**src/rtl/sound_scheduler_if.sv**
```systemverilog
// sound_scheduler_if -- bundle of the request, ROM and codec signals around
// the sound scheduler.
//   req         requester -> scheduler, level request per animation
//   stop        requester -> scheduler, single-cycle abort pulse
//   rd_wr_en    codec -> scheduler, one sample consumed this cycle
//   rom_q       ROM -> scheduler, sample data (1-cycle read latency)
//   rom_addr    scheduler -> ROM, shared sound-ROM address
//   grant       scheduler -> requesters, one-hot grant, zero when idle
//   busy        scheduler -> requesters, clip in progress
//   done        scheduler -> requesters, one-cycle clip-completion pulse
//   wdata_left  scheduler -> codec, left-channel sample
//   wdata_right scheduler -> codec, right-channel sample (same as left)
// Modports: master = environment (requesters/ROM/codec), slave = scheduler.
interface sound_scheduler_if #(
  parameter int unsigned NUM_REQ = 4,
  parameter int unsigned ADDR_W  = 17,
  parameter int unsigned DATA_W  = 24
);
  logic [NUM_REQ-1:0] req;
  logic               stop;
  logic               rd_wr_en;
  logic [DATA_W-1:0]  rom_q;
  logic [ADDR_W-1:0]  rom_addr;
  logic [NUM_REQ-1:0] grant;
  logic               busy;
  logic               done;
  logic [DATA_W-1:0]  wdata_left;
  logic [DATA_W-1:0]  wdata_right;

  modport master (
    output req, stop, rd_wr_en, rom_q,
    input  rom_addr, grant, busy, done, wdata_left, wdata_right
  );

  modport slave (
    input  req, stop, rd_wr_en, rom_q,
    output rom_addr, grant, busy, done, wdata_left, wdata_right
  );
endinterface

```
**src/rtl/sound_scheduler.sv**
```systemverilog
// sound_scheduler -- arbitrates NUM_REQ animation requesters round-robin onto
// one shared sound ROM and streams the granted clip (CLIP_LEN samples) to the
// codec, one sample per rd_wr_en.
// Ports:
//   clk    system clock
//   reset  asynchronous, active-high reset
//   bus    sound_scheduler_if.slave (req, stop, rd_wr_en, rom_q in;
//          rom_addr, grant, busy, done, wdata_left, wdata_right out)
// Optional feature: define SOUND_SCHEDULER_LOOP_EN to replay a clip without
// rearbitration while its requester still holds req at clip end.
module sound_scheduler #(
  parameter int unsigned NUM_REQ  = 4,
  parameter int unsigned CLIP_LEN = 24000,
  parameter int unsigned ADDR_W   = 17,
  parameter int unsigned DATA_W   = 24
) (
  input logic             clk,
  input logic             reset,
  sound_scheduler_if.slave bus
);

  localparam int unsigned IDX_W = (NUM_REQ > 1) ? $clog2(NUM_REQ) : 1;
  localparam int unsigned OFF_W = (CLIP_LEN > 1) ? $clog2(CLIP_LEN) : 1;
  localparam logic [OFF_W-1:0] LAST_OFF = OFF_W'(CLIP_LEN - 1);
  localparam longint unsigned SPAN = longint'(NUM_REQ) * longint'(CLIP_LEN);

  // All clips must be addressable within ADDR_W bits.
  if (SPAN > (64'd1 << ADDR_W)) begin : g_span_check
    $error("sound_scheduler: NUM_REQ*CLIP_LEN does not fit in ADDR_W bits");
  end

  typedef enum logic [1:0] {IDLE, PRIME, PLAY} state_t;

  state_t             state_q, state_d;
  logic [NUM_REQ-1:0] grant_q, grant_d;
  logic [IDX_W-1:0]   last_q, last_d;
  logic [ADDR_W-1:0]  base_q, base_d;
  logic [ADDR_W-1:0]  addr_q, addr_d;
  logic [OFF_W-1:0]   off_q, off_d;
  logic               done_q, done_d;
  logic [DATA_W-1:0]  wdata_q, wdata_d;

  logic               win_found;
  logic [IDX_W-1:0]   win_idx;
  logic [IDX_W-1:0]   cand;
  logic [ADDR_W-1:0]  win_base;

  // Round-robin search starting just after the last winner.
  always_comb begin
    win_found = 1'b0;
    win_idx   = '0;
    cand      = '0;
    for (int unsigned i = 1; i <= NUM_REQ; i++) begin
      cand = IDX_W'((32'(last_q) + i) % NUM_REQ);
      if (!win_found && bus.req[cand]) begin
        win_found = 1'b1;
        win_idx   = cand;
      end
    end
  end

  assign win_base = ADDR_W'(win_idx) * ADDR_W'(CLIP_LEN);

  always_comb begin
    state_d = state_q;
    grant_d = grant_q;
    last_d  = last_q;
    base_d  = base_q;
    addr_d  = addr_q;
    off_d   = off_q;
    done_d  = 1'b0;
    wdata_d = wdata_q;
    case (state_q)
      IDLE: begin
        if (win_found) begin
          grant_d = NUM_REQ'(1) << win_idx;
          last_d  = win_idx;
          base_d  = win_base;
          addr_d  = win_base;
          off_d   = '0;
          state_d = PRIME;
        end
      end
      PRIME: begin
        if (bus.stop) begin
          state_d = IDLE;
          grant_d = '0;
          done_d  = 1'b1;
        end else begin
          state_d = PLAY;
        end
      end
      PLAY: begin
        if (bus.stop) begin
          state_d = IDLE;
          grant_d = '0;
          done_d  = 1'b1;
        end else if (bus.rd_wr_en) begin
          wdata_d = bus.rom_q;
          if (off_q == LAST_OFF) begin
            // Address stays on the final sample so it never leaves the clip.
            done_d = 1'b1;
`ifdef SOUND_SCHEDULER_LOOP_EN
            if (bus.req[last_q]) begin
              addr_d  = base_q;
              off_d   = '0;
              state_d = PRIME;
            end else begin
              state_d = IDLE;
              grant_d = '0;
            end
`else
            state_d = IDLE;
            grant_d = '0;
`endif
          end else begin
            off_d  = off_q + 1'b1;
            addr_d = addr_q + 1'b1;
          end
        end
      end
      default: begin
        state_d = IDLE;
        grant_d = '0;
      end
    endcase
  end

  always_ff @(posedge clk or posedge reset) begin
    if (reset) begin
      state_q <= IDLE;
      grant_q <= '0;
      last_q  <= IDX_W'(NUM_REQ - 1);
      base_q  <= '0;
      addr_q  <= '0;
      off_q   <= '0;
      done_q  <= 1'b0;
      wdata_q <= '0;
    end else begin
      state_q <= state_d;
      grant_q <= grant_d;
      last_q  <= last_d;
      base_q  <= base_d;
      addr_q  <= addr_d;
      off_q   <= off_d;
      done_q  <= done_d;
      wdata_q <= wdata_d;
    end
  end

  assign bus.rom_addr    = addr_q;
  assign bus.grant       = grant_q;
  assign bus.busy        = (state_q != IDLE);
  assign bus.done        = done_q;
  assign bus.wdata_left  = wdata_q;
  assign bus.wdata_right = wdata_q;

endmodule

```
**src/flat_wrapper.sv**
```systemverilog
// flat-port wrapper written by rule: the top's interface ports become plain ports
module sound_scheduler_flat 
#(
  parameter int unsigned NUM_REQ  = 4,
  parameter int unsigned CLIP_LEN = 24000,
  parameter int unsigned ADDR_W   = 17,
  parameter int unsigned DATA_W   = 24
)
  (clk, reset, bus_req, bus_stop, bus_rd_wr_en, bus_rom_q, bus_rom_addr, bus_grant, bus_busy, bus_done, bus_wdata_left, bus_wdata_right);
  sound_scheduler_if #(.NUM_REQ(NUM_REQ), .ADDR_W(ADDR_W), .DATA_W(DATA_W)) bus_i ();
  input logic clk;
  input logic reset;
  input wire logic [$bits(bus_i.req)-1:0] bus_req;
  input wire logic [$bits(bus_i.stop)-1:0] bus_stop;
  input wire logic [$bits(bus_i.rd_wr_en)-1:0] bus_rd_wr_en;
  input wire logic [$bits(bus_i.rom_q)-1:0] bus_rom_q;
  output wire logic [$bits(bus_i.rom_addr)-1:0] bus_rom_addr;
  output wire logic [$bits(bus_i.grant)-1:0] bus_grant;
  output wire logic [$bits(bus_i.busy)-1:0] bus_busy;
  output wire logic [$bits(bus_i.done)-1:0] bus_done;
  output wire logic [$bits(bus_i.wdata_left)-1:0] bus_wdata_left;
  output wire logic [$bits(bus_i.wdata_right)-1:0] bus_wdata_right;
  assign bus_i.req = bus_req;
  assign bus_i.stop = bus_stop;
  assign bus_i.rd_wr_en = bus_rd_wr_en;
  assign bus_i.rom_q = bus_rom_q;
  assign bus_rom_addr = bus_i.rom_addr;
  assign bus_grant = bus_i.grant;
  assign bus_busy = bus_i.busy;
  assign bus_done = bus_i.done;
  assign bus_wdata_left = bus_i.wdata_left;
  assign bus_wdata_right = bus_i.wdata_right;
  sound_scheduler #(.NUM_REQ(NUM_REQ), .CLIP_LEN(CLIP_LEN), .ADDR_W(ADDR_W), .DATA_W(DATA_W)) u_core (.clk(clk), .reset(reset), .bus(bus_i));
endmodule
```
**config.mk**
```make
export PLATFORM = sky130hd
export DESIGN_NAME = sound_scheduler_flat
export DESIGN_NICKNAME = d
export VERILOG_FILES = /design/src/rtl/sound_scheduler_if.sv /design/src/rtl/sound_scheduler.sv /design/src/flat_wrapper.sv
export SDC_FILE = /design/constraint.sdc
export NUM_CORES = 1
export LEC_CHECK = 0
export CORE_AREA = 2 2 95 97
export CTS_BUF_LIST = sky130_fd_sc_hd__clkbuf_4 sky130_fd_sc_hd__clkbuf_8
export DETAILED_ROUTE_END_ITERATION = 10
export DIE_AREA = 0 0 97 99
export HOLD_SLACK_MARGIN = 0.05
export PLACE_DENSITY = 0.72
export SYNTH_ARGS = -nofsm -noshare
export SYNTH_HDL_FRONTEND = slang
export SYNTH_SLANG_ARGS = --single-unit
```
**constraint.sdc**
```tcl
create_clock -name clk -period 3.24 [get_ports clk]
set_input_delay 0.648 -clock clk [delete_from_list [all_inputs] [get_ports clk]]
set_output_delay 0.648 -clock clk [all_outputs]
set_load 0.1 [all_outputs]
```
==> flow_metrics.py, run 1 <==
metrics = {
    "run_status": {
        "status": "finished, final reports clean",
    },
    "clock_tree": {
        "cts_setup_buffers": 0,
        "hold_buffers": 0,
        "cts_resized": 0,
        "cts_tree": "built",
        "path_clk_slew_ns": 0.07,
        "cts-root-buf": "clkbuf_8",
        "h-tree-depth": 3,
        "insertion_delay_ns": 0.33,
        "clockBufferDepth": 2,
        "cts.sinks": 65,
        "cts_buffers": 9,
    },
    "floorplan": {
        "die_x_um": 97,
        "std_cell_rows": 34,
        "core_sq_um": 8550,
        "die_h_um": 99,
        "die_area_sq_um": 9600,
        "pin_count": 103,
        "start_util_pct": 42.3,
    },
    "timing": {
        "fin_ws_ns": 0.768,
        "finalCritPeriodShare_pct": 76.3,
        "hold_viol_final": 0,
        "timing.fmax_ghz": 0.404,
        "fin_skew_ns": 0.00763,
        "period_minus_slack_ns": 2.47,
        "setup_viol": 0,
        "slew_headroom_pct": 46.3,
        "worst_slew_pin_slew_ns": 0.806,
        "rsz0062_at_grt": "no",
        "setup_tns_ns": 0,
        "maxSlewViolCount": 0,
    },
    "yosys": {
        "ys_ff_latch": 65,
        "ys_warn_count": 0,
        "synth_edf_count": 0,
        "netlist_area_sq_um": 3620,
        "synthTopCellsByArea": "dfrtp_1, mux2_2, buf_4",
        "synth_ff_type": "dfrtp_1",
        "synthCells": 356,
        "synth_area_per_cell_sq_um": 10.2,
        "syn_nets": 400,
        "yosysUniqueCellTypes": 53,
        "seq_area_frac_synth_pct": 45.0,
        "synth_top_area_share_pct": 43.5,
        "synth-async-reset-ratio_pct": 100,
        "synth_area_leader_cell": "dfrtp_1",
    },
    "place": {
        "dp_slack_ns": 0.402,
        "post-dp-hpwl_um": 5810,
        "place.gp.congestion": 0.833,
        "placed_cell_area_sq_um": 4400,
        "dp_cells": 536,
        "port_buffers": 102,
    },
    "worst_setup_path": {
        "cp-start-kind": "primary input",
        "crit_required_ns": 3.46,
        "crit_top_cell": "a21oi_4",
        "path_class": "in2reg",
        "slowest_delay_ns": 0.52,
        "cp.arrival_ns": 2.69,
        "r2r_cells": 6,
        "path_cells": "clkdlybuf4s50_1 > nor4_2 > buf_4 > a21oi_4 > a21oi_4 > o21ai_0 > a22o_1",
        "r2r-start": "u_core.off_q[0]",
        "endpoint_kind": "flop",
        "path_max_fanout": 24,
        "cpLargestDelayFamily": "compound AO/OA/AOI/OAI gates",
        "reg2reg_slack_ns": 0.87,
        "r2r-end": "u_core.bus.rom_addr[5]",
        "slowest_stage": "a21oi_4",
        "path_buf_inv": 2,
    },
    "layout": {
        "design_area_sq_um": 4600,
        "multi_input_area_sq_um": 1660,
        "mostFrequentLayoutCell": "buf_4",
        "drive_gt1_share_pct": 30.0,
        "layout_common_cells": "buf_4, dfrtp_1, clkdlybuf4s50_1, nand2_1, mux2_2",
        "final-instance-count-excl-fill": 551,
        "antenna_cells": 0,
        "nFillCells": 751,
        "regArea_sq_um": 1630,
        "fin_nets": 483,
        "syn_to_final_growth_pct": 27.1,
    },
    "min_path": {
        "min_path_type": "reg2reg",
        "hold_end": "u_core.bus.grant[3]",
        "min_from": "u_core.bus.grant[3]",
        "holdPathStages": 1,
    },
    "grt": {
        "grt_pass1_wl_um": 13400,
        "grt_overflow": 0,
        "grtUsageTotal_pct": 16.9,
        "antenna_found_initial": 0,
        "grt_max_degree": 66,
        "grt_pass1_vias": 2692,
    },
    "routing": {
        "drt_pre_antenna_iters": 4,
        "wl_um": 8120,
        "post_drt_wl_per_cell_um": 14.7,
        "drt_iter0_drc": 126,
        "via_per_inst": 5.34,
        "drc_errors": 0,
        "vias": 2942,
        "drtAntennaViolNets": 0,
    },
    "flow_run": {
        "cap_violations": 0,
    },
}
-- worst register-to-register path: cells and delay by family, from the launching register on --
kind,cells,cell delay (ns)
flops,1,0.40
simple gates,2,0.76
fa+ha+maj,1,0.22
compound gates,3,0.88
-- metrics by stage --
| stage | util [%] | hold WS, ns |
|---|---|---|
| 3_5_place_dp | 51.5 | 0.468 |
| 5_1_grt | 53.8 | 0.498 |
| 3_3_place_gp | 51.5 | 0.461 |
| 4_1_cts | 53.8 | 0.485 |
| 2_1_floorplan | - | 0.472 |
| 6_report | 53.8 | 0.480 |
-- worst max path at each step --
stage	from	to	slack, ns	cells after the start
5_1_grt	bus_req[1]	u_core.bus.rom_addr[5]	0.58	7
2_1_floorplan	u_core.bus.rom_addr[4]	u_core.bus.rom_addr[13]	0.72	5
6_report	bus_req[1]	u_core.bus.rom_addr[5]	0.77	7
3_3_place_gp	bus_req[1]	u_core.bus.rom_addr[5]	0.42	7
4_1_cts	bus_req[1]	u_core.bus.rom_addr[5]	0.75	7
3_5_place_dp	bus_req[1]	u_core.bus.rom_addr[5]	0.40	7
-- registers in the layout, indices dropped and copies added, names as in the netlist --
| signal | cells |
|---|---|
| u_core.last_q | 2 |
| u_core.bus.done | 1 |
| u_core.bus.grant | 4 |
| u_core.bus.wdata_left | 24 |
| u_core.off_q | 15 |
| u_core.state_q | 2 |
| u_core.bus.rom_addr | 17 |
-- synth_stat cells (all sizes together) (3+ instances only) --
cell,instances
dfrtp,63
buf,34
nand2,28
mux2,25
nand3,24
nor2,20
inv,17
o21ai,15
ha,12
a21oi,11
a31oi,10
nor4,10
o22a,7
xnor2,7
nand4,6
clkbuf,5
nand2b,5
nor2b,5
nor3,5
mux2i,4
xor2,4
o221ai,3
-- cells by family (layout without fill, tap and decap cells) --
family | Yosys count | after routing | synth area share (%)
and+or+nand+nor | 123 | 123 | 18.7
DFF | 65 | 65 | 45.0
AOI/OAI and AO/OA | 60 | 60 | 11.6
buffers and inverters | 56 | 143 | 9.09
muxes | 29 | 29 | 8.88
adders and majority gates | 12 | 12 | 4.15
xor gates and xnor gates | 11 | 11 | 2.66
-- final cells by class --
class,instances,area share (%)
Tap cell,108,2.94
Multi-Input combinational cell,235,36.1
Clock inverter,3,0.870
Sequential cell,65,35.4
Clock buffer,12,3.45
Timing Repair Buffer,111,19.8
Inverter,17,1.39
-- per-layer routing --
metal / vias to the layer above / part of all wire (%) / wire, um / track usage (%)
li1: 1415 / - / - / -
met1: 1408 / 48 / 3940 / 24.1
met2: 113 / 44 / 3580 / 25.8
met3: 6 / 6.7 / 545 / 4.68
met4: 0 / 0.78 / 63 / 3.68
met5: - / 0 / 0 / 0
Power of run 1 is not shown: default switching activity piles up to over one toggle a cycle in this logic, so the estimate is an artifact.
==> inputs of run 2 (changes only) <==
- PLACE_DENSITY: 0.72 -> 0.75
- clock period: 3.24 -> 2.2 ns (I/O delays scaled with it)
==> run 2 against run 1 <==
  * Critical path depth is the same
  * Routed wire length grew 4.0%
  * Sequential cell count is the same
  * First-iteration DRC count shrank 25%
  * Worst hold slack lost 0.057 ns
  * Non-clock buffer count grew 31
  * Critical endpoint is now u_core.bus.rom_addr[12]
  * Highest routed layer unchanged
==> flow_metrics.py, run 2 (synthesis results as in run 1) <==
metrics = {
    "layout": {
        "multi_input_area_sq_um": 1670,
        "drive_gt1_share_pct": 37.1,
        "final-instance-count-excl-fill": 583,
        "mostFrequentLayoutCell": "buf_4",
        "fin_util_pct": 57.7,
        "antenna_cells": 0,
        "fin_nets": 514,
        "largest_reg_flops": 24,
        "syn_to_final_growth_pct": 36.2,
        "nFillCells": 711,
        "regArea_sq_um": 1640,
        "layout_common_cells": "buf_4, dfrtp_1, clkdlybuf4s50_1, nand2_1, mux2_2",
    },
    "floorplan": {
        "die_x_um": 97,
        "core_sq_um": 8550,
        "start_util_pct": 42.3,
        "die_h_um": 99,
        "pin_count": 103,
        "die_area_sq_um": 9600,
        "std_cell_rows": 34,
    },
    "worst_setup_path": {
        "cp.arrival_ns": 2.34,
        "path_buf_inv": 1,
        "endpoint_kind": "flop",
        "slowest_delay_ns": 0.57,
        "slowest_stage": "or4_4",
        "cp-start-kind": "flop",
        "cpLargestDelayFamily": "simple AND/OR/NAND/NOR gates",
        "path_max_fanout": 14,
        "crit_required_ns": 2.44,
        "path_cells": "ha_2 > nand4_2 > or4_4 > a21oi_4 > buf_12 > a21oi_1 > o22a_1",
        "path_class": "reg2reg",
    },
    "place": {
        "dp_slack_ns": -0.217,
        "place.gp.congestion": 0.837,
        "dp_cells": 566,
        "post-dp-hpwl_um": 6330,
        "port_buffers": 102,
    },
    "run_status": {
        "status": "finished, final reports clean",
    },
    "grt": {
        "grt_pass1_vias": 3059,
        "grt_pass1_wl_um": 14400,
        "grtUsageTotal_pct": 18.2,
        "grt_max_degree": 29,
        "antenna_found_initial": 0,
        "grt_overflow": 0,
    },
    "routing": {
        "post_drt_wl_per_cell_um": 14.5,
        "wl_um": 8450,
        "drc_errors": 0,
        "via_per_inst": 5.25,
        "drt_iter0_drc": 94,
        "drt_pre_antenna_iters": 4,
        "vias": 3060,
        "drtAntennaViolNets": 0,
    },
    "timing": {
        "setup_viol": 0,
        "finalCritPeriodShare_pct": 95.6,
        "rsz0062_at_grt": "no",
        "maxSlewViolCount": 0,
        "worst_slew_pin_slew_ns": 0.491,
        "hold_viol_final": 0,
        "fin_ws_ns": 0.0975,
        "period_minus_slack_ns": 2.10,
        "slew_headroom_pct": 66.9,
        "timing.fmax_ghz": 0.476,
        "fin_skew_ns": 0.0165,
    },
    "clock_tree": {
        "cts_buffers": 9,
        "clockBufferDepth": 2,
        "h-tree-depth": 3,
        "cts_tree": "built",
        "insertion_delay_ns": 0.35,
        "path_clk_slew_ns": 0.09,
        "cts.sinks": 65,
        "cts-root-buf": "clkbuf_8",
    },
    "flow_run": {
        "cap_violations": 0,
    },
    "min_path": {
        "min_path_type": "in2async",
    },
}
## run 2: layout make-up
class	instances	area share, %
Clock buffer	9	2.51
Clock inverter	7	2.05
Inverter	17	1.29
Multi-Input combinational cell	235	33.9
Sequential cell	65	33.3
Tap cell	108	2.74
Timing Repair Buffer	142	24.3
## run 2: path summary, 6_finish.rpt
kind                                     startpoint  cells after the start  slack (ns)                   endpoint
worst max-delay path                u_core.off_q[1]                      7         0.1    u_core.bus.rom_addr[12]
worst min-delay path                          reset                      2        0.42        u_core.bus.grant[3]
worst max register to register      u_core.off_q[1]                      7         0.1    u_core.bus.rom_addr[12]
worst min register to register  u_core.bus.grant[3]                      1        0.49        u_core.bus.grant[3]
max in group asynchronous                     reset                      3        1.28  u_core.bus.wdata_left[23]
min in group clk                u_core.bus.grant[3]                      1        0.49        u_core.bus.grant[3]
## run 2: stage by stage
| stage | instance area [sq um] | hold WS [ns] | setup TNS [ns] |
|---|---|---|---|
| 2_1_floorplan | 3630 | 0.472 | -0.0518 |
| 3_3_place_gp | 4690 | 0.462 | -2.22 |
| 3_5_place_dp | 4690 | 0.479 | -2.64 |
| 4_1_cts | 4910 | 0.428 | 0 |
| 5_1_grt | 4930 | 0.460 | 0 |
| 6_report | 4930 | 0.423 | 0 |
## run 2: what timing repair did
| action | 4_1_cts | 5_1_grt |
|---|---|---|
| endpoints found under the setup margin | 0 | 3 |
| hold buffers | 0 | 0 |
| buffers inserted | 0 | 1 |
| gates resized for setup | 0 | 3 |
## run 2: routing by layer
metal / GRT usage (%) / part of all wire, % / vias to the layer above
met1: 24.2 / 47 / 1458
met4: 5.31 / 0.65 / 0
met5: 0 / 0 / -
met2: 29.1 / 45 / 118
li1: - / - / 1477
met3: 5.25 / 7.3 / 7
Power of run 2 is left out for the same reason.
==> inputs of run 3 (changes only) <==
- CORE_AREA: 2 2 95 97 -> 5 5 98 100
- DIE_AREA: 0 0 97 99 -> 0 0 103 105
==> run 3 against run 2 <==
  * Worst hold slack improved by 0.0038 ns
  * Maximum frequency grew 0.95%
  * Clock-buffer cell count is 2 higher
  * Cell count is 0.51% higher
  * Critical endpoint unchanged
  * Routed wire length grew 6.7%
  * Worst setup slack improved by 0.020 ns
  * Die area increased by 13%
  * Register-to-register slack gained 0.06 ns
  * Utilization is 0.59 points lower
  * Critical path depth up 2
==> flow_metrics.py, run 3 (synthesis results as in run 1) <==
metrics = {
    "timing": {
        "hold_viol_final": 0,
        "fin_skew_ns": 0.0111,
        "finalCritPeriodShare_pct": 94.7,
        "slew_headroom_pct": 63.2,
        "period_minus_slack_ns": 2.08,
        "worst_slew_pin_slew_ns": 0.546,
        "rsz0062_at_grt": "no",
        "timing.fmax_ghz": 0.480,
        "maxSlewViolCount": 0,
        "hold_ws_ns": 0.427,
        "setup_tns_ns": 0,
        "setup_viol": 0,
    },
    "routing": {
        "drt_pre_antenna_iters": 4,
        "drc_errors": 0,
        "vias": 3120,
        "drtAntennaViolNets": 0,
        "drt_iter0_drc": 147,
        "post_drt_wl_per_cell_um": 15.4,
        "via_per_inst": 5.32,
        "wl_um": 9020,
    },
    "grt": {
        "grt_pass1_vias": 3124,
        "grt_pass1_wl_um": 14900,
        "grt_max_degree": 37,
        "antenna_found_initial": 0,
        "grt_overflow": 0,
        "grtUsageTotal_pct": 17.0,
    },
    "worst_setup_path": {
        "crit_required_ns": 2.42,
        "cp-start-kind": "primary input",
        "cpLargestDelayFamily": "buffers and inverters",
        "slowest_stage": "clkdlybuf4s50_1",
        "cp.arrival_ns": 2.31,
        "slowest_delay_ns": 0.50,
        "endpoint_kind": "flop",
        "path_class": "in2reg",
        "path_max_fanout": 5,
        "path_cells": "clkdlybuf4s50_1 > inv_1 > o22ai_1 > a211oi_1 > buf_4 > ha_1 > nor2b_1 > a31oi_1 > o22a_1",
        "path_buf_inv": 3,
    },
    "place": {
        "port_buffers": 102,
        "place.gp.congestion": 0.813,
        "post-dp-hpwl_um": 6890,
    },
    "layout": {
        "mostFrequentLayoutCell": "buf_4",
        "fin_util_pct": 57.1,
        "fin_nets": 517,
        "syn_to_final_growth_pct": 35.5,
        "antenna_cells": 0,
        "largest_reg_flops": 24,
        "layout_common_cells": "buf_4, dfrtp_1, clkdlybuf4s50_1, nand2_1, mux2_2",
        "drive_gt1_share_pct": 37.4,
    },
    "floorplan": {
        "start_util_pct": 42.1,
        "die_area_sq_um": 10800,
        "std_cell_rows": 34,
        "core_sq_um": 8590,
        "die_h_um": 105,
        "pin_count": 103,
        "die_x_um": 103,
    },
    "run_status": {
        "status": "finished, final reports clean",
    },
    "clock_tree": {
        "path_clk_slew_ns": 0.07,
        "insertion_delay_ns": 0.35,
        "cts_resized": 0,
        "h-tree-depth": 3,
        "cts_tree": "built",
        "hold_buffers": 0,
        "cts.sinks": 65,
        "cts_setup_buffers": 0,
        "cts-root-buf": "clkbuf_8",
        "clockBufferDepth": 2,
        "cts_buffers": 9,
    },
    "min_path": {
        "min_path_type": "in2async",
    },
    "flow_run": {
        "cap_violations": 0,
    },
}
## run 3: worst paths after layout
kind / cells after the start / from / endpoint / slack (ns)
max: 9 / bus_req[1] / u_core.bus.rom_addr[12] / 0.12
min: 2 / reset / u_core.off_q[6] / 0.43
max reg2reg: 7 / u_core.off_q[0] / u_core.bus.rom_addr[12] / 0.16
min reg2reg: 1 / u_core.bus.grant[3] / u_core.bus.grant[3] / 0.48
max in group asynchronous: 3 / reset / u_core.bus.rom_addr[6] / 1.26
min in group clk: 1 / u_core.bus.grant[3] / u_core.bus.grant[3] / 0.48
## run 3: layout make-up
cell class              instances  area [sq um]
clock buffers                  11           145
clock inverters                 5          31.3
fillers                       741          3690
inverters                      17          63.8
multi-input cells             235          1670
flip-flops and latches         65          1640
well taps                     108           135
repair buffers                145          1220
## run 3: metal layers
metal  vias up  share of wire [%]  track usage, %
li1       1476                  -               -
met4         0               0.82            3.89
met1      1499                 42            22.0
met5         -                  0               0
met3         9                 10            5.53
met2       136                 47            27.7
## run 3: metrics by stage
stage	setup slack, ns	cells	area [sq um]
after floorplan	-0.00575	356	3630
after global placement	-0.184	570	4720
after detailed placement	-0.252	570	4720
after CTS	0.0834	586	4890
after global routing	0.0365	586	4910
final	0.117	586	4910
Power of run 3 is left out for the same reason.
